[config.mk]
export PLATFORM = sky130hd
export DESIGN_NAME = grf_2w_trace_flat
export DESIGN_NICKNAME = d
export VERILOG_FILES = /design/src/rtl/grf_2w_trace_if.sv /design/src/rtl/grf_2w_trace.sv /design/src/flat_wrapper.sv
export SDC_FILE = /design/constraint.sdc
export NUM_CORES = 2
export LEC_CHECK = 0
export ABC_AREA = 0
export CORE_MARGIN = 3
export CORE_UTILIZATION = 50
export CTS_BUF_LIST = sky130_fd_sc_hd__clkbuf_4 sky130_fd_sc_hd__clkbuf_8
export CTS_CLUSTER_DIAMETER = 40
export DETAILED_ROUTE_END_ITERATION = 8
export HOLD_SLACK_MARGIN = 0.02
export PLACE_DENSITY = 0.74
export SETUP_SLACK_MARGIN = 0.02
export SYNTH_ARGS = -nofsm -noshare
export SYNTH_HDL_FRONTEND = slang
export SYNTH_SLANG_ARGS = --single-unit
[constraint.sdc]
create_clock -name clk -period 5.84 [get_ports clk]
set_input_delay 1.46 -clock clk [delete_from_list [all_inputs] [get_ports clk]]
set_output_delay 1.46 -clock clk [all_outputs]
set_load 0.05 [all_outputs]
[src/rtl/grf_2w_trace_if.sv]
// Bus bundle for grf_2w_trace: read ports, dual write/retire ports and trace drain.
interface grf_2w_trace_if #(
  parameter int DATA_W = 32,
  parameter int ADDR_W = 5
);
  logic [ADDR_W-1:0] A1;
  logic [ADDR_W-1:0] A2;
  logic [DATA_W-1:0] RD1;
  logic [DATA_W-1:0] RD2;
  logic [ADDR_W-1:0] A3;
  logic [DATA_W-1:0] WD3;
  logic              regwrite;
  logic [31:0]       pc_new;
  logic [ADDR_W-1:0] A4;
  logic [DATA_W-1:0] WD4;
  logic              regwrite2;
  logic [31:0]       pc_new2;
  logic              trace_valid;
  logic              trace_ready;
  logic [31:0]       trace_pc;
  logic [ADDR_W-1:0] trace_addr;
  logic [DATA_W-1:0] trace_data;
  logic              trace_overflow;

  modport master (
    output A1, A2, A3, WD3, regwrite, pc_new, A4, WD4, regwrite2, pc_new2, trace_ready,
    input  RD1, RD2, trace_valid, trace_pc, trace_addr, trace_data, trace_overflow
  );

  modport slave (
    input  A1, A2, A3, WD3, regwrite, pc_new, A4, WD4, regwrite2, pc_new2, trace_ready,
    output RD1, RD2, trace_valid, trace_pc, trace_addr, trace_data, trace_overflow
  );
endinterface

[src/rtl/grf_2w_trace.sv]
// Two-read / two-write general register file with optional write-to-read bypass
// and a first-word-fall-through trace FIFO of committed register writes.
module grf_2w_trace #(
  parameter int DATA_W      = 32,
  parameter int ADDR_W      = 5,
  parameter int ZERO_REG    = 1,
  parameter int BYPASS      = 1,
  parameter int TRACE_DEPTH = 8
) (
  input  logic           clk,
  input  logic           reset,
  grf_2w_trace_if.slave  bus
);
  localparam int NREG = 2 ** ADDR_W;
  localparam int PW   = $clog2(TRACE_DEPTH);
  localparam int CW   = PW + 1;

  typedef struct packed {
    logic [31:0]       pc;
    logic [ADDR_W-1:0] addr;
    logic [DATA_W-1:0] data;
  } rec_t;

  logic [DATA_W-1:0] regs_q [NREG];
  logic [DATA_W-1:0] regs_d [NREG];
  rec_t              fifo_q [TRACE_DEPTH];
  rec_t              fifo_d [TRACE_DEPTH];
  logic [PW-1:0]     rd_ptr_q, rd_ptr_d;
  logic [PW-1:0]     wr_ptr_q, wr_ptr_d;
  logic [CW-1:0]     count_q, count_d;
  logic              ovf_q, ovf_d;

  logic              eff0, eff1;
  logic              pop;
  logic [CW-1:0]     free;
  logic              acc0, acc1;

  // Read mux: stored value, overridden by same-cycle writes (younger port last), zero reg forced.
  function automatic logic [DATA_W-1:0] rd_sel(
    input logic [ADDR_W-1:0] a,
    input logic [DATA_W-1:0] stored,
    input logic              e0,
    input logic [ADDR_W-1:0] a0,
    input logic [DATA_W-1:0] d0,
    input logic              e1,
    input logic [ADDR_W-1:0] a1,
    input logic [DATA_W-1:0] d1
  );
    logic [DATA_W-1:0] v;
    v = stored;
    if (BYPASS != 0) begin
      if (e0 && (a0 == a)) v = d0;
      if (e1 && (a1 == a)) v = d1;
    end
    if ((ZERO_REG != 0) && (a == '0)) v = '0;
    return v;
  endfunction

  // Effective-write qualification shared by the array and the trace.
  always_comb begin
    eff0 = bus.regwrite  && ((ZERO_REG == 0) || (bus.A3 != '0));
    eff1 = bus.regwrite2 && ((ZERO_REG == 0) || (bus.A4 != '0));
  end

  // Array update: port 1 applied after port 0 so the younger write wins on a collision.
  always_comb begin
    regs_d = regs_q;
    if (eff0) regs_d[bus.A3] = bus.WD3;
    if (eff1) regs_d[bus.A4] = bus.WD4;
  end

  // Combinational read ports.
  always_comb begin
    bus.RD1 = rd_sel(bus.A1, regs_q[bus.A1], eff0, bus.A3, bus.WD3, eff1, bus.A4, bus.WD4);
    bus.RD2 = rd_sel(bus.A2, regs_q[bus.A2], eff0, bus.A3, bus.WD3, eff1, bus.A4, bus.WD4);
  end

  // Trace FIFO: a same-cycle pop frees a slot before pushes; port 0 record claims space first,
  // so when full-with-pop the write slot equals the head slot, which is read this cycle anyway.
  always_comb begin
    pop      = (count_q != '0) && bus.trace_ready;
    free     = CW'(TRACE_DEPTH) - count_q + CW'(pop);
    acc0     = eff0 && (free != '0);
    acc1     = eff1 && ((free - CW'(acc0)) != '0);
    fifo_d   = fifo_q;
    wr_ptr_d = wr_ptr_q;
    if (acc0) begin
      fifo_d[wr_ptr_d] = '{pc: bus.pc_new, addr: bus.A3, data: bus.WD3};
      wr_ptr_d         = wr_ptr_d + 1'b1;
    end
    if (acc1) begin
      fifo_d[wr_ptr_d] = '{pc: bus.pc_new2, addr: bus.A4, data: bus.WD4};
      wr_ptr_d         = wr_ptr_d + 1'b1;
    end
    rd_ptr_d = rd_ptr_q + PW'(pop);
    count_d  = count_q + CW'(acc0) + CW'(acc1) - CW'(pop);
    ovf_d    = ovf_q | (eff0 && !acc0) | (eff1 && !acc1);
  end

  // Head presentation; outputs read zero while the FIFO is empty.
  always_comb begin
    bus.trace_valid    = (count_q != '0);
    bus.trace_overflow = ovf_q;
    bus.trace_pc       = '0;
    bus.trace_addr     = '0;
    bus.trace_data     = '0;
    if (count_q != '0) begin
      bus.trace_pc   = fifo_q[rd_ptr_q].pc;
      bus.trace_addr = fifo_q[rd_ptr_q].addr;
      bus.trace_data = fifo_q[rd_ptr_q].data;
    end
  end

  // State registers with synchronous reset; reset overrides any write or pop in the same cycle.
  always_ff @(posedge clk) begin
    if (reset) begin
      regs_q   <= '{default: '0};
      fifo_q   <= '{default: '0};
      rd_ptr_q <= '0;
      wr_ptr_q <= '0;
      count_q  <= '0;
      ovf_q    <= 1'b0;
    end else begin
      regs_q   <= regs_d;
      fifo_q   <= fifo_d;
      rd_ptr_q <= rd_ptr_d;
      wr_ptr_q <= wr_ptr_d;
      count_q  <= count_d;
      ovf_q    <= ovf_d;
    end
  end
endmodule

[src/flat_wrapper.sv]
// flat-port wrapper written by rule: the top's interface ports become plain ports
module grf_2w_trace_flat 
#(
  parameter int DATA_W      = 32,
  parameter int ADDR_W      = 5,
  parameter int ZERO_REG    = 1,
  parameter int BYPASS      = 1,
  parameter int TRACE_DEPTH = 8
)
  (clk, reset, bus_A1, bus_A2, bus_A3, bus_WD3, bus_regwrite, bus_pc_new, bus_A4, bus_WD4, bus_regwrite2, bus_pc_new2, bus_trace_ready, bus_RD1, bus_RD2, bus_trace_valid, bus_trace_pc, bus_trace_addr, bus_trace_data, bus_trace_overflow);
  grf_2w_trace_if #(.DATA_W(DATA_W), .ADDR_W(ADDR_W)) bus_i ();
  input  logic clk;
  input  logic reset;
  input wire logic [$bits(bus_i.A1)-1:0] bus_A1;
  input wire logic [$bits(bus_i.A2)-1:0] bus_A2;
  input wire logic [$bits(bus_i.A3)-1:0] bus_A3;
  input wire logic [$bits(bus_i.WD3)-1:0] bus_WD3;
  input wire logic [$bits(bus_i.regwrite)-1:0] bus_regwrite;
  input wire logic [$bits(bus_i.pc_new)-1:0] bus_pc_new;
  input wire logic [$bits(bus_i.A4)-1:0] bus_A4;
  input wire logic [$bits(bus_i.WD4)-1:0] bus_WD4;
  input wire logic [$bits(bus_i.regwrite2)-1:0] bus_regwrite2;
  input wire logic [$bits(bus_i.pc_new2)-1:0] bus_pc_new2;
  input wire logic [$bits(bus_i.trace_ready)-1:0] bus_trace_ready;
  output wire logic [$bits(bus_i.RD1)-1:0] bus_RD1;
  output wire logic [$bits(bus_i.RD2)-1:0] bus_RD2;
  output wire logic [$bits(bus_i.trace_valid)-1:0] bus_trace_valid;
  output wire logic [$bits(bus_i.trace_pc)-1:0] bus_trace_pc;
  output wire logic [$bits(bus_i.trace_addr)-1:0] bus_trace_addr;
  output wire logic [$bits(bus_i.trace_data)-1:0] bus_trace_data;
  output wire logic [$bits(bus_i.trace_overflow)-1:0] bus_trace_overflow;
  assign bus_i.A1 = bus_A1;
  assign bus_i.A2 = bus_A2;
  assign bus_i.A3 = bus_A3;
  assign bus_i.WD3 = bus_WD3;
  assign bus_i.regwrite = bus_regwrite;
  assign bus_i.pc_new = bus_pc_new;
  assign bus_i.A4 = bus_A4;
  assign bus_i.WD4 = bus_WD4;
  assign bus_i.regwrite2 = bus_regwrite2;
  assign bus_i.pc_new2 = bus_pc_new2;
  assign bus_i.trace_ready = bus_trace_ready;
  assign bus_RD1 = bus_i.RD1;
  assign bus_RD2 = bus_i.RD2;
  assign bus_trace_valid = bus_i.trace_valid;
  assign bus_trace_pc = bus_i.trace_pc;
  assign bus_trace_addr = bus_i.trace_addr;
  assign bus_trace_data = bus_i.trace_data;
  assign bus_trace_overflow = bus_i.trace_overflow;
  grf_2w_trace #(.DATA_W(DATA_W), .ADDR_W(ADDR_W), .ZERO_REG(ZERO_REG), .BYPASS(BYPASS), .TRACE_DEPTH(TRACE_DEPTH)) u_core (.clk(clk), .reset(reset), .bus(bus_i));
endmodule
# Yosys cells after proc, flatten, opt, wreduce, memory -nomap -nowiden
# Index checks and enable logic that the tools add are counted.
# totals
elab_cells,153
regBits,1587
output_inout_bits,135
# classes
bitwise_logic,9
add_sub_neg,9
n_reduce_logical,24
order_cmp,11
mux,36
eq_ne,4
# ops
cell,count
$bwmux W1024,2
$mux W1024,2
$bwmux W552,2
$mux W552,2
$mux W32,14
$demux W69 S3,2
$bmux W32 S5,2
$demux W32 S5,2
$mux W69,4
$bmux W69 S3,1
$ge A6 B6 Y1 const B,4
$not A5 Y6,4
$eq A5 B5 Y1,4
$logic_and A1 B1 Y1,15
$add A4 B1 Y4,3
$ge A4 B4 Y1 const B,3
$lt A6 B1 Y1 const B,2
$not A3 Y4,3
$reduce_bool A4 Y1,3
$logic_not A5 Y1,2
$reduce_bool A5 Y1,2
$lt A4 B1 Y1 const B,2
$sub A4 B1 Y4,2
$add A3 B1 Y3 const B,2
6 further kinds,9

# Logic depth before layout (Yosys ltp)
# depth
depth_word,13
mapped_depth,25
mapped_depth_nobuf,21

# Least setup slack after synthesis
# No wires, ideal clock.
# synth_timing
kind,input port to output port
startpoint,input port bus_A4[1]
endpoint,output port bus_RD2[10]
path_slack_ps,241
path_stages,8
n_path_buf,2
t_arrival_ps,4139
required_ps,4380
path_cell_list,clkbuf_1 or2_2 o41ai_2 nor4_1 a21oi_1 nand2_1 clkbuf_1 o31ai_1
# synth_between
elab_chain_cells,5
word_cells_on_any_way,6
classes_between,1 x eq/ne; 2 x mux; 3 x reduce/logical
# synth_lines
item,line,text
from (decl),flat_wrapper.sv:20,input wire logic [$bits(bus_i.A4)-1:0] bus_A4;
$reduce_bool A5 Y1,grf_2w_trace.sv:62,eff1 = bus.regwrite2 && ((ZERO_REG == 0) || (bus.A4 != '0));
$logic_and A1 B1 Y1,grf_2w_trace.sv:62,
$logic_and A1 B1 Y1 *,grf_2w_trace.sv:53,if (e1 && (a1 == a)) v = d1;
$mux W32 *,grf_2w_trace.sv:53,
$mux W32 *,grf_2w_trace.sv:55,if ((ZERO_REG != 0) && (a == '0)) v = '0;
to (decl),flat_wrapper.sv:26,output wire logic [$bits(bus_i.RD2)-1:0] bus_RD2;
# Mark *: on every way between the ends. The rest lies on a longest branch, timed or not.

# Worst setup path after layout
# layout_timing
startpoint,input port bus_A3[1]
endpoint,output port bus_RD1[21]
# layout_between
elab_chain_cells,6
word_cells_on_any_way,7
classes_between,1 x eq/ne; 3 x mux; 3 x reduce/logical
# layout_lines
item,line,text
from (decl),flat_wrapper.sv:16,input wire logic [$bits(bus_i.A3)-1:0] bus_A3;
$reduce_bool A5 Y1,grf_2w_trace.sv:61,eff0 = bus.regwrite && ((ZERO_REG == 0) || (bus.A3 != '0));
$logic_and A1 B1 Y1,grf_2w_trace.sv:61,
$logic_and A1 B1 Y1 *,grf_2w_trace.sv:52,if (e0 && (a0 == a)) v = d0;
$mux W32 *,grf_2w_trace.sv:52,
$mux W32 *,grf_2w_trace.sv:53,
$mux W32 *,grf_2w_trace.sv:55,
to (decl),flat_wrapper.sv:25,output wire logic [$bits(bus_i.RD1)-1:0] bus_RD1;
# Marked as above.

==> flow_summary_export.csv <==
group,metric,value,unit
cts,clkTransAtPathRegs,60,ps
yosys,ys_warn_count,0,
routing,drt_iter0_markers,10900,
grt,grt_use_met2,53.6,%
power_and_ir_drop,vdd_drop_max,0.525,mV
final_layout,regArea,31800,um2
sta,min_period,5850,ps
worst_setup_path,r2r_slack,1110,ps
worst_setup_path,crit_type,"input port to output port",
floorplanning,die_x,439,um
sta,drv_slew,0,
routing,num_vias,84700,
grt,grt_pass1_vias,83600,
final_layout,layout-drive-gt1-share,19.8,%
sta,timing.fmax,171,MHz
yosys,synth_ff_type,"dfxtp_1",
worst_hold_path,hp-class,"flip-flop to flip-flop",
floorplanning,core,186000,um2
yosys,ys_types,55,
power_and_ir_drop,total_power,36.7,mW
grt,met1_usage,42.0,%
sta,worstMarginPinSlew,1460,ps
worst_setup_path,arrival,4390,ps
sta,post-route-period-util,100,%
yosys,syn_nets,9630,
floorplanning,initial_utilization,50.5,%
grt,grt_start_max_net_pins,166,
yosys,avgSynthCellArea,9.91,um2
final_layout,multi_input_area,56800,um2
grt,track_usage,35.5,%
power_and_ir_drop,p_per_area,347,nW/um2
power_and_ir_drop,netSwitchingPower,13.7,mW
place,port_buffers,287,
yosys,synth.cell_area,93800,um2
grt,grt_pass1_wl,531000,um
cts,root_buffer,"clkbuf_8",
floorplanning,dieArea,193000,um2
grt,met3_usage,10.4,%
routing,wl_per_cell,30.5,um
sta,timing.final.ws_setup,-13.2,ps
sta,setup-violations-final,1,
final_layout,nFillCells,15200,
place,place_area,99100,um2
routing,drt_first_pass_iters,9,
sta,tns,-13.2,ps
place,dp_slack,-202,ps
yosys,yosysSeqAreaShare,33.9,%
status,status,"finished with violations",
routing,drc,0,
grt,gr-total-overflow,0,
cts,clock_path_buffers,4,
power_and_ir_drop,p_clk_share,31.9,%
yosys,synthCells,9463,
power_and_ir_drop,p_seq_share,34.9,%
power_and_ir_drop,p_leak,40.5,nW
cts,cts.hold.buffers_added,0,
yosys,async_flop_share,0,%
cts,cts_made_buffers,299,
floorplanning,fp.dieH,439,um
cts,clock_sinks,1587,
floorplanning,fp-row-count,158,
power_and_ir_drop,pwr-share-comb,33.2,%
worst_setup_path,cp-end-kind,"output port",
sta,hold_viol,0,
place,place.gp.congestion,0.949,
final_layout,syn_to_final_growth,12.6,%
sta,rsz0062_at_grt,"true",
sta,relSlewSlack,1.86,%
worst_setup_path,crit_required,4380,ps
final_layout,design_area,106000,um2
grt,grt.busiest_layer,"met2",
power_and_ir_drop,internal_power,22.9,mW
floorplanning,io-pin-count,288,
worst_setup_path,cp_max_fo,16,
routing,totalWireLength,356000,um
routing,via_per_inst,7.26,
cts,cts_htree_levels,5,
sta,worst_clock_skew,72.0,ps
power_and_ir_drop,swShare,37.4,%
yosys,synth-edff-count,0,
cts,cts_tree,"done",
final_layout,nets,9146,
place,hpwl,212000,um
status,violations,"negative setup slack",
job,drv_cap,0,
yosys,ys_ff_latch,1587,
final_layout,utilization,56.8,%
grt,antenna_found_initial,12,
worst_setup_path,start_kind,"input port",
routing,final_antenna_net_count,0,
cts,clk-insertion-delay-late,1080,ps
## cell usage after synthesis, types with 95 or more instances
master / n / area (um2)
nor4_1: 554 / 3470
mux4_2: 622 / 14000
nor2_1: 1156 / 4340
clkbuf_1: 1035 / 3880
dfxtp_1: 1587 / 31800
a211oi_1: 1410 / 10600
a311oi_1: 96 / 841
nand3_1: 141 / 706
buf_1: 260 / 976
a22oi_1: 95 / 713
nand2_1: 174 / 653
buf_2: 149 / 746
mux2i_1: 1738 / 17400
## cell type report
class | instances | share of cell area [%]
Antenna cell | 5 | 0.0119
Clock buffer | 440 | 5.28
Clock inverter | 60 | 0.668
Inverter | 12 | 0.0498
Multi-Input combinational cell | 6408 | 53.8
Sequential cell | 1587 | 30.1
Tap cell | 2480 | 2.94
Timing Repair Buffer | 671 | 7.15
## cells by family after synthesis
kind of cell,Yosys count,synth area share (%)
flops,1587,33.9
mux,2394,33.9
simple gates,2125,10.5
xor+xnor,30,0.280
fa+ha+maj,14,0.203
compound gates,1843,15.1
buf+inv,1470,6.17
## flip-flops by register name (all words and copies together) (netlist names)
signal	cells
u_core.regs_q	1024
u_core.bus.trace_overflow	1
u_core.count_q	4
u_core.fifo_q	552
u_core.wr_ptr_q	3
u_core.rd_ptr_q	3
## critical path, cell delays in order
cell,delay (ps)
clkdlybuf4s50_1,700
xor2_1,290
nor3_1,190
and4_1,340
buf_4,200
nor2b_4,710
a22oi_1,160
nand2_1,190
buf_12,150
## power groups by stage
| stage | sequential [mW] | clock (mW) | combinational [mW] |
|---|---|---|---|
| 6_report | 12.8 | 11.7 | 12.2 |
| 5_1_grt | 12.9 | 12.2 | 12.6 |
| 2_1_floorplan | 12.7 | 0 | 8.08 |
| 3_3_place_gp | 12.9 | 0 | 11.6 |
| 3_5_place_dp | 13.0 | 0 | 11.8 |
| 4_1_cts | 12.8 | 11.7 | 11.9 |
## cells in the final DEF, fill, tap and decap left out, types with 36 or more instances in the layout
master           instances
a211oi_1              1409
a211oi_2                40
a21oi_1                 36
a22oi_1                 95
a311oi_1                96
buf_12                 179
buf_2                   63
buf_4                  269
clkbuf_4                77
clkbuf_8               364
clkdlybuf4s50_1        151
dfxtp_1               1584
mux2i_1               1736
mux4_2                 622
nand2_1                142
nand3_1                132
nor2_1                1141
nor2b_1                 36
nor4_1                 552
o221ai_1                62
## final timing paths
kind	from	to	cells after the start
min reg2reg	u_core.regs_q[999]	u_core.regs_q[999]	1
min	u_core.regs_q[999]	u_core.regs_q[999]	1
max reg2reg	u_core.count_q[2]	u_core.fifo_q[110]	19
max	bus_A3[1]	bus_RD1[21]	9
## routing by layer
layer / part of all wire (%) / up-vias
met5: 0.029 / -
met4: 9.3 / 18
met3: 12 / 1721
met2: 44 / 6348
met1: 35 / 41400
li1: - / 35300
## per-stage QoR
step,hold slack [ps],cells
2_1_floorplan,451,9463
3_3_place_gp,463,11100
6_report,483,11700
5_1_grt,493,11700
3_5_place_dp,468,11100
4_1_cts,481,11700
## repair_timing
action,in CTS,in global routing
setup buffers,3,4
cloned,1,1
pin swaps,2,2
resized for setup,4,4
setup endpoints to repair,35,64
No activity file was read; power rests on OpenSTA's default activity.
